### src/rtl/cpu_bus_pkg.sv
// Shared bus definitions for the CPU memory port: arbiter FSM states, grant ids
// and the timeout/error defaults also used by control_unit.
package cpu_bus_pkg;

  typedef enum logic [1:0] {
    ST_IDLE   = 2'd0,
    ST_ACCESS = 2'd1,
    ST_DONE   = 2'd2
  } arb_state_e;

  localparam logic GNT_IF = 1'b0;
  localparam logic GNT_DM = 1'b1;

  localparam int          TIMEOUT_DEFAULT  = 15;
  localparam logic [15:0] ERR_DATA_DEFAULT = 16'hDEAD;

endpackage

### src/rtl/rr_arbiter2.sv
// Two-requester round-robin pick: a lone request wins outright, and on a tie
// the side that was not granted last time wins.
module rr_arbiter2
  import cpu_bus_pkg::*;
(
  input  logic if_req,
  input  logic dm_req,
  input  logic last_grant,
  output logic valid,
  output logic grant
);

  always_comb begin
    valid = if_req | dm_req;
    grant = GNT_IF;
    if (if_req && dm_req) begin
      grant = ~last_grant;
    end else if (dm_req) begin
      grant = GNT_DM;
    end
  end

endmodule

### src/rtl/mem_port_arbiter.sv
// Shares the single-ported memory between instruction fetch and data load/store,
// with registered strobes, a per-access timeout and one-cycle completion acks.
module mem_port_arbiter
  import cpu_bus_pkg::*;
#(
  parameter int                ADDR_W   = 16,
  parameter int                DATA_W   = 16,
  parameter int                TIMEOUT  = TIMEOUT_DEFAULT,
  parameter logic [DATA_W-1:0] ERR_DATA = ERR_DATA_DEFAULT
) (
  input  logic              clk,
  input  logic              rst_n,
  input  logic              if_req,
  input  logic [ADDR_W-1:0] if_addr,
  output logic              if_ack,
  output logic [DATA_W-1:0] if_rdata,
  input  logic              dm_req,
  input  logic              dm_we,
  input  logic [ADDR_W-1:0] dm_addr,
  input  logic [DATA_W-1:0] dm_wdata,
  output logic              dm_ack,
  output logic [DATA_W-1:0] dm_rdata,
  output logic              mem_read,
  output logic              mem_write,
  output logic [ADDR_W-1:0] mem_addr,
  output logic [DATA_W-1:0] mem_wdata,
  input  logic [DATA_W-1:0] mem_rdata,
  input  logic              mem_ready,
  output logic              timeout_err
);

  localparam logic [7:0] TMO_LAST = 8'(TIMEOUT - 1);

  arb_state_e        state_reg, state_next;
  logic              last_grant_reg, last_grant_next;
  logic [7:0]        tmo_cnt_reg, tmo_cnt_next;
  logic              if_ack_reg, if_ack_next;
  logic              dm_ack_reg, dm_ack_next;
  logic [DATA_W-1:0] if_rdata_reg, if_rdata_next;
  logic [DATA_W-1:0] dm_rdata_reg, dm_rdata_next;
  logic              mem_read_reg, mem_read_next;
  logic              mem_write_reg, mem_write_next;
  logic [ADDR_W-1:0] mem_addr_reg, mem_addr_next;
  logic [DATA_W-1:0] mem_wdata_reg, mem_wdata_next;
  logic              timeout_err_reg, timeout_err_next;

  logic arb_valid;
  logic arb_grant;
  logic tmo_hit;
  logic grant_we;

  rr_arbiter2 u_rr (
    .if_req     (if_req),
    .dm_req     (dm_req),
    .last_grant (last_grant_reg),
    .valid      (arb_valid),
    .grant      (arb_grant)
  );

  // Fires on the TIMEOUT-th consecutive ACCESS cycle without mem_ready.
  assign tmo_hit  = !mem_ready && (tmo_cnt_reg == TMO_LAST);
  assign grant_we = (arb_grant == GNT_DM) && dm_we;

  always_comb begin
    state_next       = state_reg;
    last_grant_next  = last_grant_reg;
    tmo_cnt_next     = tmo_cnt_reg;
    if_ack_next      = 1'b0;
    dm_ack_next      = 1'b0;
    if_rdata_next    = if_rdata_reg;
    dm_rdata_next    = dm_rdata_reg;
    mem_read_next    = mem_read_reg;
    mem_write_next   = mem_write_reg;
    mem_addr_next    = mem_addr_reg;
    mem_wdata_next   = mem_wdata_reg;
    timeout_err_next = timeout_err_reg;

    case (state_reg)
      ST_IDLE: begin
        if (arb_valid) begin
          // The granted id doubles as the round-robin history bit.
          last_grant_next = arb_grant;
          tmo_cnt_next    = 8'd0;
          mem_read_next   = !grant_we;
          mem_write_next  = grant_we;
          mem_addr_next   = (arb_grant == GNT_DM) ? dm_addr : if_addr;
          if (arb_grant == GNT_DM) begin
            mem_wdata_next = dm_wdata;
          end
          state_next = ST_ACCESS;
        end
      end

      ST_ACCESS: begin
        if (!mem_ready) begin
          tmo_cnt_next = tmo_cnt_reg + 8'd1;
        end
        if (mem_ready || tmo_hit) begin
          mem_read_next  = 1'b0;
          mem_write_next = 1'b0;
          if (!mem_ready) begin
            timeout_err_next = 1'b1;
          end
          if (last_grant_reg == GNT_DM) begin
            dm_ack_next = 1'b1;
            if (!mem_write_reg) begin
              dm_rdata_next = mem_ready ? mem_rdata : ERR_DATA;
            end
          end else begin
            if_ack_next   = 1'b1;
            if_rdata_next = mem_ready ? mem_rdata : ERR_DATA;
          end
          state_next = ST_DONE;
        end
      end

      ST_DONE: begin
        state_next = ST_IDLE;
      end

      default: begin
        state_next     = ST_IDLE;
        mem_read_next  = 1'b0;
        mem_write_next = 1'b0;
      end
    endcase
  end

  always_ff @(posedge clk or negedge rst_n) begin
    if (!rst_n) begin
      state_reg       <= ST_IDLE;
      last_grant_reg  <= GNT_DM;
      tmo_cnt_reg     <= 8'd0;
      if_ack_reg      <= 1'b0;
      dm_ack_reg      <= 1'b0;
      if_rdata_reg    <= '0;
      dm_rdata_reg    <= '0;
      mem_read_reg    <= 1'b0;
      mem_write_reg   <= 1'b0;
      mem_addr_reg    <= '0;
      mem_wdata_reg   <= '0;
      timeout_err_reg <= 1'b0;
    end else begin
      state_reg       <= state_next;
      last_grant_reg  <= last_grant_next;
      tmo_cnt_reg     <= tmo_cnt_next;
      if_ack_reg      <= if_ack_next;
      dm_ack_reg      <= dm_ack_next;
      if_rdata_reg    <= if_rdata_next;
      dm_rdata_reg    <= dm_rdata_next;
      mem_read_reg    <= mem_read_next;
      mem_write_reg   <= mem_write_next;
      mem_addr_reg    <= mem_addr_next;
      mem_wdata_reg   <= mem_wdata_next;
      timeout_err_reg <= timeout_err_next;
    end
  end

  assign if_ack      = if_ack_reg;
  assign dm_ack      = dm_ack_reg;
  assign if_rdata    = if_rdata_reg;
  assign dm_rdata    = dm_rdata_reg;
  assign mem_read    = mem_read_reg;
  assign mem_write   = mem_write_reg;
  assign mem_addr    = mem_addr_reg;
  assign mem_wdata   = mem_wdata_reg;
  assign timeout_err = timeout_err_reg;

endmodule

### config.mk
export PLATFORM = sky130hd
export DESIGN_NAME = mem_port_arbiter
export DESIGN_NICKNAME = d
export VERILOG_FILES = /design/src/rtl/cpu_bus_pkg.sv /design/src/rtl/rr_arbiter2.sv /design/src/rtl/mem_port_arbiter.sv
export SDC_FILE = /design/constraint.sdc
export NUM_CORES = 1
export LEC_CHECK = 0
export ABC_CLOCK_PERIOD_IN_PS = 2400
export CAP_MARGIN = 20
export CORE_MARGIN = 4
export CORE_UTILIZATION = 25
export DETAILED_ROUTE_END_ITERATION = 16
export PLACE_DENSITY = 0.58
export SETUP_SLACK_MARGIN = 0.05
export SLEW_MARGIN = 20
export SYNTH_ARGS = -nofsm -noshare
export SYNTH_HDL_FRONTEND = slang
export SYNTH_SLANG_ARGS = --single-unit
### constraint.sdc
create_clock -name clk -period 2.4 [get_ports clk]
set_input_delay 0.24 -clock clk [delete_from_list [all_inputs] [get_ports clk]]
set_output_delay 0.24 -clock clk [all_outputs]
set_load 0.02 [all_outputs]
== Yosys cells after proc, flatten, opt, wreduce, memory -nomap -nowiden ==
Index checks and enable logic that the tools add are counted.

* Register bits after elaboration: 80
* Latch bits: 0
* RAM bits: 0
* ROM bits: 0
* Word-level logic and storage cells: 61
* Memories: 0

* $add $sub $neg: 1
* Multiply operators: 0
* Divide/modulo/power cells: 0
* Order comparisons: 0
* Eq/ne operators: 6
* Shifts and indexed selects: 0
* Muxes and demuxes: 21
* Bitwise logic cells: 5
* Reductions and logical operators: 16

{| class="wikitable"
|+ Operators by type and width
! kind !! count
|-
| 2-to-1 mux 16 bit || 2
|-
| 2-to-1 mux 8 bit || 2
|-
| case mux 8 bit (2 select lines) || 1
|-
| AND reduction 3 bit || 5
|-
| 2-to-1 mux 1 bit || 11
|-
| adder 8 x 1 -> 8 bit, second input constant || 1
|-
| == test 8 x 4 -> 1 bit, second input constant || 1
|-
| != test 2 bit, second input constant || 3
|-
| case mux 1 bit (3 select lines) || 2
|-
| 2-to-1 mux 2 bit || 2
|-
| inverter 1 bit || 4
|-
| case mux 2 bit (2 select lines) || 1
|-
| AND reduction 2 bit || 2
|-
| AND reduction 4 bit || 1
|-
| logical AND 1 bit || 3
|-
| == test 2 x 1 -> 1 bit, second input constant || 1
|-
| == test 2 bit, second input constant || 1
|-
| zero test 1 bit || 2
|-
| zero test 2 bit || 1
|-
| nonzero test 2 bit || 1
|-
| logical OR 1 bit || 1
|-
| OR 1 bit || 1
|}

== Logic depth before layout (Yosys ltp) ==
* Word-level depth: 6
* Gate-level depth with buffers: 7

== By module ==
From an unflattened synthesis, not the netlist that was laid out.

* Cell total of the unflattened synthesis: 258
* Area, all modules: 3303.2 um^2

{| class="wikitable"
|+ By module, submodules not included
! module !! instances !! cells each !! area each (um^2) !! sequential area each (um^2)
|-
| mem_port_arbiter || 1 || 256 || 3289.4 || 2003.2
|-
| rr_arbiter2 || 1 || 2 || 13.8 || 0.0
|}

== Least setup slack after synthesis ==
No wires, ideal clock.

* Kind: reg-to-reg
* Start: register tmo_cnt_reg[0]
* End: register dm_rdata_reg[13] (netlist: dm_rdata[13])
* Arrival time: 1.756 ns
* Data required time: 2.276 ns
* Setup slack: 0.520 ns
* Cell stages (with the launch flop): 8
* Path buffers: 2
* Cells stage by stage: dfrtp_1 -> inv_1 -> ha_1 -> or4b_4 -> o21ba_1 -> buf_6 -> buf_6 -> a211o_1

* Longest elaborated chain between the ends: 4

{| class="wikitable"
|+ RTL lines
! item !! line !! source
|-
| start: declaration || mem_port_arbiter.sv:36 || <nowiki>logic [7:0] tmo_cnt_reg, tmo_cnt_next;</nowiki>
|-
| start signal: assignment || mem_port_arbiter.sv:146 || <nowiki>tmo_cnt_reg <= tmo_cnt_next;</nowiki>
|-
| == test 8 x 4 -> 1 bit || mem_port_arbiter.sv:61 || <nowiki>assign tmo_hit = !mem_ready && (tmo_cnt_reg == TMO_LAST);</nowiki>
|-
| logical AND 1 bit || mem_port_arbiter.sv:61 ||
|-
| logical OR 1 bit || mem_port_arbiter.sv:98 || <nowiki>if (mem_ready || tmo_hit) begin</nowiki>
|-
| AND reduction 4 bit (no source line) || -- ||
|-
| end signal: assignment || mem_port_arbiter.sv:150 || <nowiki>dm_rdata_reg <= dm_rdata_next;</nowiki>
|-
| end: declaration || mem_port_arbiter.sv:40 || <nowiki>logic [DATA_W-1:0] dm_rdata_reg, dm_rdata_next;</nowiki>
|}

No other way between the ends.
A chain may end at the register's enable or synchronous reset.

== Worst setup path in the final report ==
* Start: register tmo_cnt_reg[0]
* End: register dm_rdata_reg[4] (netlist: dm_rdata[4])

Same word-level chain as after synthesis.

==> metrics.txt <==
outcome=completed; FF+latch count, synth=80; grt ovf=0; first-pass GRT wire length=16,100 um; YS warnings=0; Final GP Congestion=0.790; hold_ws=0.457 ns; routed wire length=10,100 um; cts bufs inserted=9; # DRC=0; vias after detailed routing=3,017; Fillers=1,446; count of cell types in the netlist=44; Fin. Hold Viols=0; clock network fraction of total power=0.207; setup_tns=0 ns; VDD IR-drop max=around 0.0005 V; clk_lat worst skew=0.33 ns; DRT met1 WL=between 4000 and 5000 um; fin nets=539; vias in the first global route=3,131; hold crit path type=in2async; Placed Cells=roughly 640; Clk pin slew, worst setup/hold paths=0.06 ns; worst-margin pin slew=between 0.6 and 0.7 ns; Clock Path Buffers=2; Worst Path Max Fanout=35; final std cells w/o fill=652; switching power of the nets=around 2500 uW; Mapped Nets=403; TritonCTS clock tree=built; die area=16,700 um2; CTS root buf=clkbuf_16; CP Capture Type=register; Die Wd=129 um; clock tree sinks=80; Worst Skew=just under 0.009 ns; Top Metal Used=met4; met3 WL=971 um; largest net degree at the start of global routing=48; Top Ports=139; Primary FF master, synth=dfrtp_1; row cnt=43; drt first pass iters=4; CTS resizes=0; final slew viol count=0; startpoint types=register; total global-route track usage=0.122; Internal=4450 uW; final setup fails=0; Sw Ratio=0.364; final period utilization=0.817; Tmin final=between 1.5 and 2 ns; mapped cell area=3670 um2; Vias/cell=4.63; register area share after synthesis=0.546; f_max=0.510 GHz; # diodes=0; layout cell share with drive strength beyond 1=0.0975; Reg power frac=0.331; combinational power share=0.462; placed inst area=5240 um2; drt wl/cell=15.5 um; initial antenna violation count=0; H-Tree Depth=3; WP data required=2.62 ns; detailed placement HPWL=7510 um; ANT nets after route=0; area occupied by multi-input gates=1460 um2; PortBufs=138; worst rel slew slack=0.592; sequential standard cell area=around 2000 um2; critical setup path kind=reg2reg; Die Ht=129 um; EDFF count, synth=0; Avg Cell Area, Syn=about 11 um2; area delta synth->final=51.7%; Synth Instances=331; met2 routed WL=4640 um; post-route cell area=roughly 5600 um2; MaxCap Viol Count=0; Worst Path Arrival=2.18 ns; Pwr Density=approximately 1300 nW/um2; core area=approximately 14,000 um2; starting density of the core=0.260; ys async rst share=1.00; leakage=0.00227 uW; RSZ-0062 raised after global routing=false; drt initial violations=about 100; postcts setup bufs=0
## layer usage
layer / track usage / vias to the layer above
met4: 0.0371 / 0
met3: 0.0536 / 9
met1: 0.150 / 1448
met2: 0.193 / 112
li1: - / 1448
met5: 0 / -
## layout make-up
cell class | instances | area share
multi-input cells | 203 | 0.262
clock inverters | 5 | 0.0142
clock buffers | 11 | 0.0419
inverters | 25 | 0.0169
repair buffers | 148 | 0.264
well taps | 180 | 0.0405
flip-flops and latches | 80 | 0.360
## layout by cell type, fill, tap and decap left out, types with 3 or more instances in the layout
cell type and instances:
a21o_1 7, o22ai_1 11, nor2b_1 5, inv_1 25, buf_4 9, mux2i_1 28, mux2_2 16, and3_1 5
o21ai_0 40, nor2_1 7, dfrtp_1 79, nand3_1 4, clkbuf_16 9, nand2b_1 11, a211o_1 5, nor3b_1 3
clkdlybuf4s50_1 137, a21oi_1 26, a22o_1 5
## through the flow
stage | setup WS, ns | total power, uW | utilization
4_1_cts | 0.433 | 7110 | 0.394
3_5_place_dp | 0.400 | 5620 | 0.372
6_report | 0.439 | 7000 | 0.394
3_3_place_gp | 0.420 | 5540 | 0.372
2_1_floorplan | 0.520 | 4060 | -
5_1_grt | 0.318 | 7440 | 0.394
## timing repair
item                       in CTS  in global routing
setup endpoints to repair       0                  0
hold buffers                    1                  0
hold endpoints to repair       46                  0
## power groups by stage
stage                     Sequential, uW  Combinational, uW  Clock [uW]
after floorplan                     2870               1180           0
after global placement              2320               3220           0
after detailed placement            2340               3280           0
after CTS                           2330               3290        1490
after global routing                2410               3490        1550
final                               2320               3230        1450
## cells in the mapped netlist, types with 2 or more instances
library cell / count / area [um2]
a211o_1: 5 / 43.8
a21o_1: 7 / 52.6
a21oi_1: 26 / 130
a22o_1: 5 / 43.8
and3_1: 5 / 31.3
and4bb_2: 2 / 25.0
buf_2: 8 / 40.0
buf_6: 2 / 22.5
clkbuf_1: 11 / 41.3
dfrtp_1: 79 / 1980
ha_1: 2 / 25.0
inv_1: 25 / 93.8
mux2_2: 16 / 180
mux2i_1: 28 / 280
nand2b_1: 11 / 68.8
nand3_1: 4 / 20.0
nor2_1: 7 / 26.3
nor2b_1: 5 / 31.3
nor3b_1: 3 / 22.5
nor4bb_1: 2 / 20.0
o211ai_1: 2 / 15.0
o21ai_0: 40 / 200
o22ai_1: 11 / 68.8
o31ai_1: 2 / 15.0
or3_1: 2 / 12.5
or3b_1: 2 / 17.5
or4_1: 2 / 15.0
## final timing paths
| check | startpoint | to | slack, ns | cells past startpoint |
|---|---|---|---|---|
| setup / recovery | tmo_cnt_reg[0] | dm_rdata[4] | 0.44 | 6 |
| hold / removal | rst_n | if_rdata[5] | 0.46 | 2 |
| setup reg to reg | tmo_cnt_reg[0] | dm_rdata[4] | 0.44 | 6 |
| hold reg to reg | timeout_err | timeout_err | 0.46 | 1 |
| max in group asynchronous | rst_n | last_grant_reg | 1.27 | 3 |
| min in group clk | timeout_err | timeout_err | 0.46 | 1 |
## logic make-up (layout without fill, tap and decap cells)
group,Yosys count,in the layout,share of synthesized area
adder cells (fa/ha/maj),2,2,0.00682
XOR/XNOR,1,1,0.00239
multiplexers,44,44,0.126
AO/OA/AOI/OAI,103,103,0.166
AND/OR/NAND/NOR,53,53,0.0956
flip-flops,80,80,0.546
buffers and inverters,48,189,0.0570
## critical path, stage by stage (launching register included)
cell,delay [ns]
dfrtp_1,0.43
inv_1,0.08
ha_1,0.13
or4b_4,0.46
o21ba_1,0.19
buf_4,0.24
a211o_1,0.33
(Power assumes the default switching activity.)
